File: src/rtl/pkt_router.sv
// rtl/pkt_router.sv - parametrised byte-stream packet router with per-channel backpressure
//
// Purpose:
//    Parses PREFIX / addr / dest / len headers from a valid/ready byte stream
//    and forwards len payload bytes to channel dest. Packets for another
//    address or an out-of-range channel are consumed and dropped. A packet
//    that goes idle for TIMEOUT_CYC cycles is aborted.
//
// Optional feature macro: PKT_ROUTER_CHECKSUM_EN
//    Adds a trailing checksum byte (XOR of addr, dest, len and payload) and
//    the csum_err pulse. Without it csum_err is tied to 0.
//
// Ports:
//    clk, rst              clock, synchronous active-high reset
//    rx_data/valid/ready   ingress byte stream
//    data_bus              N_CH byte lanes, each a copy of rx_data
//    valid_bus, ready_bus  per-channel handshake, valid one-hot on dest
//    pkt_done, pkt_drop    1-cycle status pulses on the final byte
//    timeout, csum_err     1-cycle abort / checksum error pulses
//    my_state/dest/len/cnt debug views of the parser registers

module pkt_router #(
   parameter int         N_CH        = 5,
   parameter logic [7:0] PREFIX      = 8'hDD,
   parameter logic [7:0] MY_ADDR     = 8'h01,
   parameter int         TIMEOUT_CYC = 20000
) (
   input  logic              clk,
   input  logic              rst,
   input  logic [7:0]        rx_data,
   input  logic              rx_valid,
   output logic              rx_ready,
   output logic [N_CH*8-1:0] data_bus,
   output logic [N_CH-1:0]   valid_bus,
   input  logic [N_CH-1:0]   ready_bus,
   output logic              pkt_done,
   output logic              pkt_drop,
   output logic              timeout,
   output logic              csum_err,
   output logic [2:0]        my_state,
   output logic [7:0]        my_dest,
   output logic [7:0]        my_len,
   output logic [7:0]        my_cnt
);

   localparam int            TW       = $clog2(TIMEOUT_CYC);
   localparam logic [TW-1:0] TMO_LAST = TW'(TIMEOUT_CYC - 1);
   localparam logic [7:0]    N_CH_B   = 8'(N_CH);

   typedef enum logic [2:0] {
      S_IDLE = 3'd0,
      S_ADDR = 3'd1,
      S_DEST = 3'd2,
      S_LEN  = 3'd3,
      S_DATA = 3'd4,
      S_DROP = 3'd5,
      S_CSUM = 3'd6
   } state_t;

   state_t        state_q, state_d;
   logic [7:0]    dest_q, dest_d;
   logic [7:0]    len_q, len_d;
   logic [7:0]    cnt_q, cnt_d;
   logic          addr_ok_q, addr_ok_d;
   logic [TW-1:0] tmo_q, tmo_d;

   logic          accept;
   logic          routed;
   logic          ch_ready;
   logic [7:0]    cnt_inc;
   logic          done_c, drop_c, tmo_c;
`ifdef PKT_ROUTER_CHECKSUM_EN
   logic [7:0]    csum_q, csum_d;
   logic          cerr_c;
`endif

   // Channel select by comparison rather than indexing, so an out-of-range
   // dest simply selects nothing.
   always_comb begin
      ch_ready  = 1'b0;
      valid_bus = '0;
      for (int k = 0; k < N_CH; k++) begin
         if (dest_q == 8'(k)) begin
            ch_ready     = ready_bus[k];
            valid_bus[k] = rx_valid && (state_q == S_DATA);
         end
      end
   end

   assign rx_ready = (state_q == S_DATA) ? ch_ready : 1'b1;
   assign data_bus = {N_CH{rx_data}};
   assign accept   = rx_valid && rx_ready;
   assign routed   = addr_ok_q && (dest_q < N_CH_B);
   assign cnt_inc  = cnt_q + 8'd1;

   always_comb begin
      state_d   = state_q;
      dest_d    = dest_q;
      len_d     = len_q;
      cnt_d     = cnt_q;
      addr_ok_d = addr_ok_q;
      tmo_d     = tmo_q;
      done_c    = 1'b0;
      drop_c    = 1'b0;
      tmo_c     = 1'b0;
`ifdef PKT_ROUTER_CHECKSUM_EN
      csum_d    = csum_q;
      cerr_c    = 1'b0;
`endif

      case (state_q)
         S_IDLE: begin
            if (accept && (rx_data == PREFIX)) state_d = S_ADDR;
         end
         S_ADDR: begin
            if (accept) begin
               addr_ok_d = (rx_data == MY_ADDR);
               state_d   = S_DEST;
`ifdef PKT_ROUTER_CHECKSUM_EN
               csum_d    = rx_data;
`endif
            end
         end
         S_DEST: begin
            if (accept) begin
               dest_d  = rx_data;
               state_d = S_LEN;
`ifdef PKT_ROUTER_CHECKSUM_EN
               csum_d  = csum_q ^ rx_data;
`endif
            end
         end
         S_LEN: begin
            if (accept) begin
               len_d = rx_data;
               cnt_d = '0;
`ifdef PKT_ROUTER_CHECKSUM_EN
               csum_d = csum_q ^ rx_data;
`endif
               if (rx_data == 8'd0) begin
`ifdef PKT_ROUTER_CHECKSUM_EN
                  state_d = S_CSUM;
`else
                  done_c  = routed;
                  drop_c  = !routed;
                  state_d = S_IDLE;
`endif
               end else begin
                  state_d = routed ? S_DATA : S_DROP;
               end
            end
         end
         S_DATA, S_DROP: begin
            if (accept) begin
               cnt_d = cnt_inc;
`ifdef PKT_ROUTER_CHECKSUM_EN
               csum_d = csum_q ^ rx_data;
`endif
               if (cnt_inc == len_q) begin
`ifdef PKT_ROUTER_CHECKSUM_EN
                  state_d = S_CSUM;
`else
                  done_c  = (state_q == S_DATA);
                  drop_c  = (state_q == S_DROP);
                  state_d = S_IDLE;
`endif
               end
            end
         end
`ifdef PKT_ROUTER_CHECKSUM_EN
         S_CSUM: begin
            if (accept) begin
               state_d = S_IDLE;
               if (!routed)                 drop_c = 1'b1;
               else if (rx_data == csum_q)  done_c = 1'b1;
               else                         cerr_c = 1'b1;
            end
         end
`endif
         default: state_d = S_IDLE;
      endcase

      // Inter-byte watchdog. An accepted byte always wins over expiry, and a
      // downstream stall (valid high, ready low) freezes the count.
      if (state_q == S_IDLE) begin
         tmo_d = '0;
      end else if (accept) begin
         tmo_d = '0;
      end else if (rx_valid && !rx_ready) begin
         tmo_d = tmo_q;
      end else if (tmo_q == TMO_LAST) begin
         tmo_d   = '0;
         tmo_c   = 1'b1;
         state_d = S_IDLE;
      end else begin
         tmo_d = tmo_q + TW'(1);
      end
   end

   always_ff @(posedge clk) begin
      if (rst) begin
         state_q   <= S_IDLE;
         dest_q    <= '0;
         len_q     <= '0;
         cnt_q     <= '0;
         addr_ok_q <= 1'b0;
         tmo_q     <= '0;
      end else begin
         state_q   <= state_d;
         dest_q    <= dest_d;
         len_q     <= len_d;
         cnt_q     <= cnt_d;
         addr_ok_q <= addr_ok_d;
         tmo_q     <= tmo_d;
      end
   end

`ifdef PKT_ROUTER_CHECKSUM_EN
   always_ff @(posedge clk) begin
      if (rst) csum_q <= '0;
      else     csum_q <= csum_d;
   end
   assign csum_err = cerr_c && !rst;
`else
   assign csum_err = 1'b0;
`endif

   // Pulses are suppressed while reset is held so a packet cut short by
   // reset never reports completion.
   assign pkt_done = done_c && !rst;
   assign pkt_drop = drop_c && !rst;
   assign timeout  = tmo_c && !rst;

   assign my_state = state_q;
   assign my_dest  = dest_q;
   assign my_len   = len_q;
   assign my_cnt   = cnt_q;

endmodule

File: config.mk
export PLATFORM = sky130hd
export DESIGN_NAME = pkt_router
export DESIGN_NICKNAME = d
export VERILOG_FILES = /design/src/rtl/pkt_router.sv
export SDC_FILE = /design/constraint.sdc
export NUM_CORES = 1
export LEC_CHECK = 0
export CORE_MARGIN = 2
export CORE_UTILIZATION = 50
export CTS_CLUSTER_DIAMETER = 200
export DETAILED_ROUTE_END_ITERATION = 7
export PLACE_DENSITY = 0.89
export SETUP_SLACK_MARGIN = 0.15
export SLEW_MARGIN = 20
export SYNTH_ARGS = -nofsm -noshare
export SYNTH_HDL_FRONTEND = slang
export SYNTH_SLANG_ARGS = --single-unit
File: constraint.sdc
create_clock -name clk -period 6.25 [get_ports clk]
set_clock_uncertainty 0.05 [all_clocks]
set_input_delay 0.625 -clock clk [delete_from_list [all_inputs] [get_ports clk]]
set_output_delay 0.625 -clock clk [all_outputs]
set_load 0.01 [all_outputs]
==> results.json <==
{
  "run_status": "finished, final reports clean",
  "clock_latency_ns": 0.31,
  "gr-usage-all-layers_pct": 23.8,
  "synth_sequential_area_ratio_pct": 30.7,
  "rsz_0062_raised_after_global_routing": "false",
  "final_nets": 424,
  "synth_cell_types": 55,
  "hold-worst-slack_ns": 0.440,
  "hold_path_sink": "my_dest[3]$_SDFFE_PP0P_",
  "timing.hold.worst.start": "my_dest[3]$_SDFFE_PP0P_",
  "placedCellCount": 471,
  "detail_route.drc_violations": 0,
  "initialDrtViolationCount": 121,
  "critical_path_cell_list": "clkdlybuf4s50_1 > or4_1 > nor3_1 > nor3b_1 > nor3b_1 > a31oi_1 > nor3_1 > clkdlybuf4s50_1",
  "worst_r2r_endpoint": "tmo_q[9]$_SDFFE_PP0N_",
  "layout_worst_path_cycle_share_pct": 67.7,
  "worstPathBufferInverterCount": 2,
  "worst_r2r_path_depth": 6,
  "grt_first_pass_wirelength_microns": 11900,
  "finalHoldViolCount": 0,
  "post_cts.resized_instances": 0,
  "post_synthesis_async_set_or_reset_flop_share_pct": 0,
  "worst-slew-pin-transition_ns": 0.821,
  "power.ir.vdd_worst_mv": 0.111,
  "static-leakage-power_nw": 1.12,
  "crit_start": "rx_data[3]",
  "worst_ep_arrival_time_ns": 3.56,
  "worst_setup_path_end_kind": "output pin",
  "vias": 2738,
  "cp_top_family": "simple AND/OR/NAND/NOR gates",
  "syn-cell-area_sq_um": 2810,
  "cp.required_ns": 5.57,
  "hold-path-cell-count": 2,
  "ant_nets": 0,
  "final_period_minus_worst_setup_slack_ns": 4.23,
  "antenna_cells_inserted": 0,
  "register_to_register_setup_slack_ns": 3.60,
  "pin_count_of_the_biggest_net_entering_global_routing": 36,
  "critPathMaxFanout": 9,
  "drv_cap": 0,
  "cts-root-to-sink-buffers": 2,
  "rows": 27,
  "post_drt_wl_per_cell_microns": 15.4,
  "drtPass1Iterations": 4,
  "ys_ff_latch": 43,
  "slew_headroom_pct": 45.3,
  "gp_routability_congestion": 0.897,
  "synth_top_area_cell": "sky130_fd_sc_hd__dfxtp_1",
  "netlist.area_leader.share_pct": 30.7,
  "slew_viol_final": 0,
  "yosys.cell_count.top_type": "sky130_fd_sc_hd__nand2_1",
  "number_of_buffers_inserted_to_repair_setup_after_cts": 0,
  "setup-tns-final_ns": 0,
  "netlist_top_cells_area": "sky130_fd_sc_hd__dfxtp_1, sky130_fd_sc_hd__buf_4, sky130_fd_sc_hd__nand2_1",
  "critical_path.max_stage_delay_ns": 0.58,
  "die_height_microns": 78.9,
  "antenna_violations_before_repair": 0,
  "design.core.area_sq_um": 5470,
  "fp.dieW_microns": 78.9,
  "synthesis.yosys.warnings": 0,
  "r2r-start": "my_state[0]$_SDFF_PP0_",
  "gr-total-overflow": 0,
  "power-per-cell-area_nw_per_um2": 166,
  "tritoncts.num_buffers": 5,
  "timing_worst_setup_path_type": "input pin to output pin",
  "design.portCount": 93,
  "detailed_place_hpwl_microns": 5430,
  "floorplan.initialDensity_pct": 51.3,
  "fmaxAchievable_mhz": 236,
  "clkSlewWorstSetupHoldPaths_ns": 0.09,
  "synthesis.area_per_instance_sq_um": 7.67,
  "die_area_sq_um": 6230,
  "cts_num_sinks": 43,
  "vias_per_cell": 5.72,
  "clock_tree.htree_level_count": 2,
  "number_of_buffer_cells_added_on_primary_ports": 91,
  "critPathSlowestCell": "sky130_fd_sc_hd__or4_1",
  "synthTopCellsByCount": "sky130_fd_sc_hd__nand2_1, sky130_fd_sc_hd__dfxtp_1, sky130_fd_sc_hd__buf_4, sky130_fd_sc_hd__nor2_1, sky130_fd_sc_hd__a21oi_1",
  "synth_edf_count": 0,
  "area_delta_synth_final_pct": 25.8,
  "grt_pass1_vias": 2583,
  "cts_root_buf": "sky130_fd_sc_hd__clkbuf_8",
  "hold_path.class": "flip-flop to flip-flop",
  "hold_buffers": 0,
  "worstSetupStartpointType": "input pin",
  "ys_dominant_reg_cell": "sky130_fd_sc_hd__dfxtp_1",
  "cts_tree": "done",
  "drt_wl_total_microns": 7390,
  "finalSetupViolCount": 0,
  "synthesis.instances": 366,
  "drive_above_1_share_pct": 4.91,
  "stdcell_count": 479,
  "synth_nets": 384
}
==> flip-flops by register name, summed over array words and instances (netlist names) <==
name and count:
addr_ok_q 1, my_cnt 8, my_dest 8, my_len 8
my_state 3, tmo_q 15
==> metal layers <==
| layer | routed length [microns] | vias up | GRT usage [%] |
|---|---|---|---|
| met1 | 3070 | 1294 | 29.4 |
| li1 | - | 1318 | - |
| met2 | 3780 | 103 | 41.3 |
| met3 | 390 | 23 | 4.09 |
| met4 | 145 | 0 | 8.97 |
| met5 | 0 | - | 0 |
==> metrics by stage <==
stage,setup slack (ns),area [sq um],total power [W],util (%)
2_1_floorplan,3.41,2810,0.000359,-
3_3_place_gp,2.13,3430,0.000396,62.7
3_5_place_dp,2.01,3430,0.000398,62.7
4_1_cts,2.01,3530,0.000588,64.5
5_1_grt,1.77,3530,0.000610,64.5
6_report,2.02,3530,0.000587,64.5
==> cell type report <==
cell class | count | area (sq um)
Sequential cell | 43 | 861
Fill cell | 480 | 1940
Multi-Input combinational cell | 258 | 1540
Timing Repair Buffer | 92 | 918
Clock inverter | 2 | 16.3
Clock buffer | 6 | 82.6
Inverter | 6 | 22.5
Tap cell | 72 | 90.1
==> cell families after synthesis <==
logic type / after synthesis / share of synthesized area, %
fa+ha+maj: 2 / 0.891
simple gates: 162 / 28.6
compound gates: 68 / 17.2
buf+inv: 65 / 14.5
mux: 5 / 1.83
other cells: 1 / 0.134
xor+xnor: 20 / 6.24
flops: 43 / 30.7
==> worst max-delay path by stage <==
stage,depth (start not counted),slack (ns),end
after detailed placement,8,2.01,pkt_drop
after global placement,8,2.13,pkt_drop
after floorplan,6,3.41,pkt_drop
final,8,2.02,pkt_drop
after CTS,8,2.01,pkt_drop
after global routing,8,1.77,pkt_drop
==> cells in the final DEF, fill, tap and decap left out, drive strengths merged, types with 5 or more instances in the layout <==
| cell | n |
|---|---|
| a21oi | 26 |
| clkdlybuf4s50 | 91 |
| nand3 | 8 |
| nand2 | 58 |
| xnor2 | 18 |
| o21ai | 7 |
| nand2b | 10 |
| inv | 6 |
| clkbuf | 6 |
| nor4 | 5 |
| nor3b | 5 |
| a311oi | 5 |
| dfxtp | 43 |
| nor2 | 31 |
| nor3 | 19 |
| a31oi | 7 |
==> power by group <==
part           switching, W  leakage (nW)  total, W  internal (W)
combinational     0.0000514         0.724  0.000104     0.0000525
sequential        0.0000103         0.347  0.000288      0.000278
clock              0.000105        0.0474  0.000195     0.0000903
total              0.000167          1.12  0.000587      0.000421
==> tightest hold or removal path: cells and delay by family (launching register included) <==
kind / cells / cell delay [ns]
AO/OA/AOI/OAI: 1 / 0.06
AND/OR/NAND/NOR: 1 / 0.06
flip-flops: 1 / 0.33
Note: power is estimated with default switching activity, not from simulation.
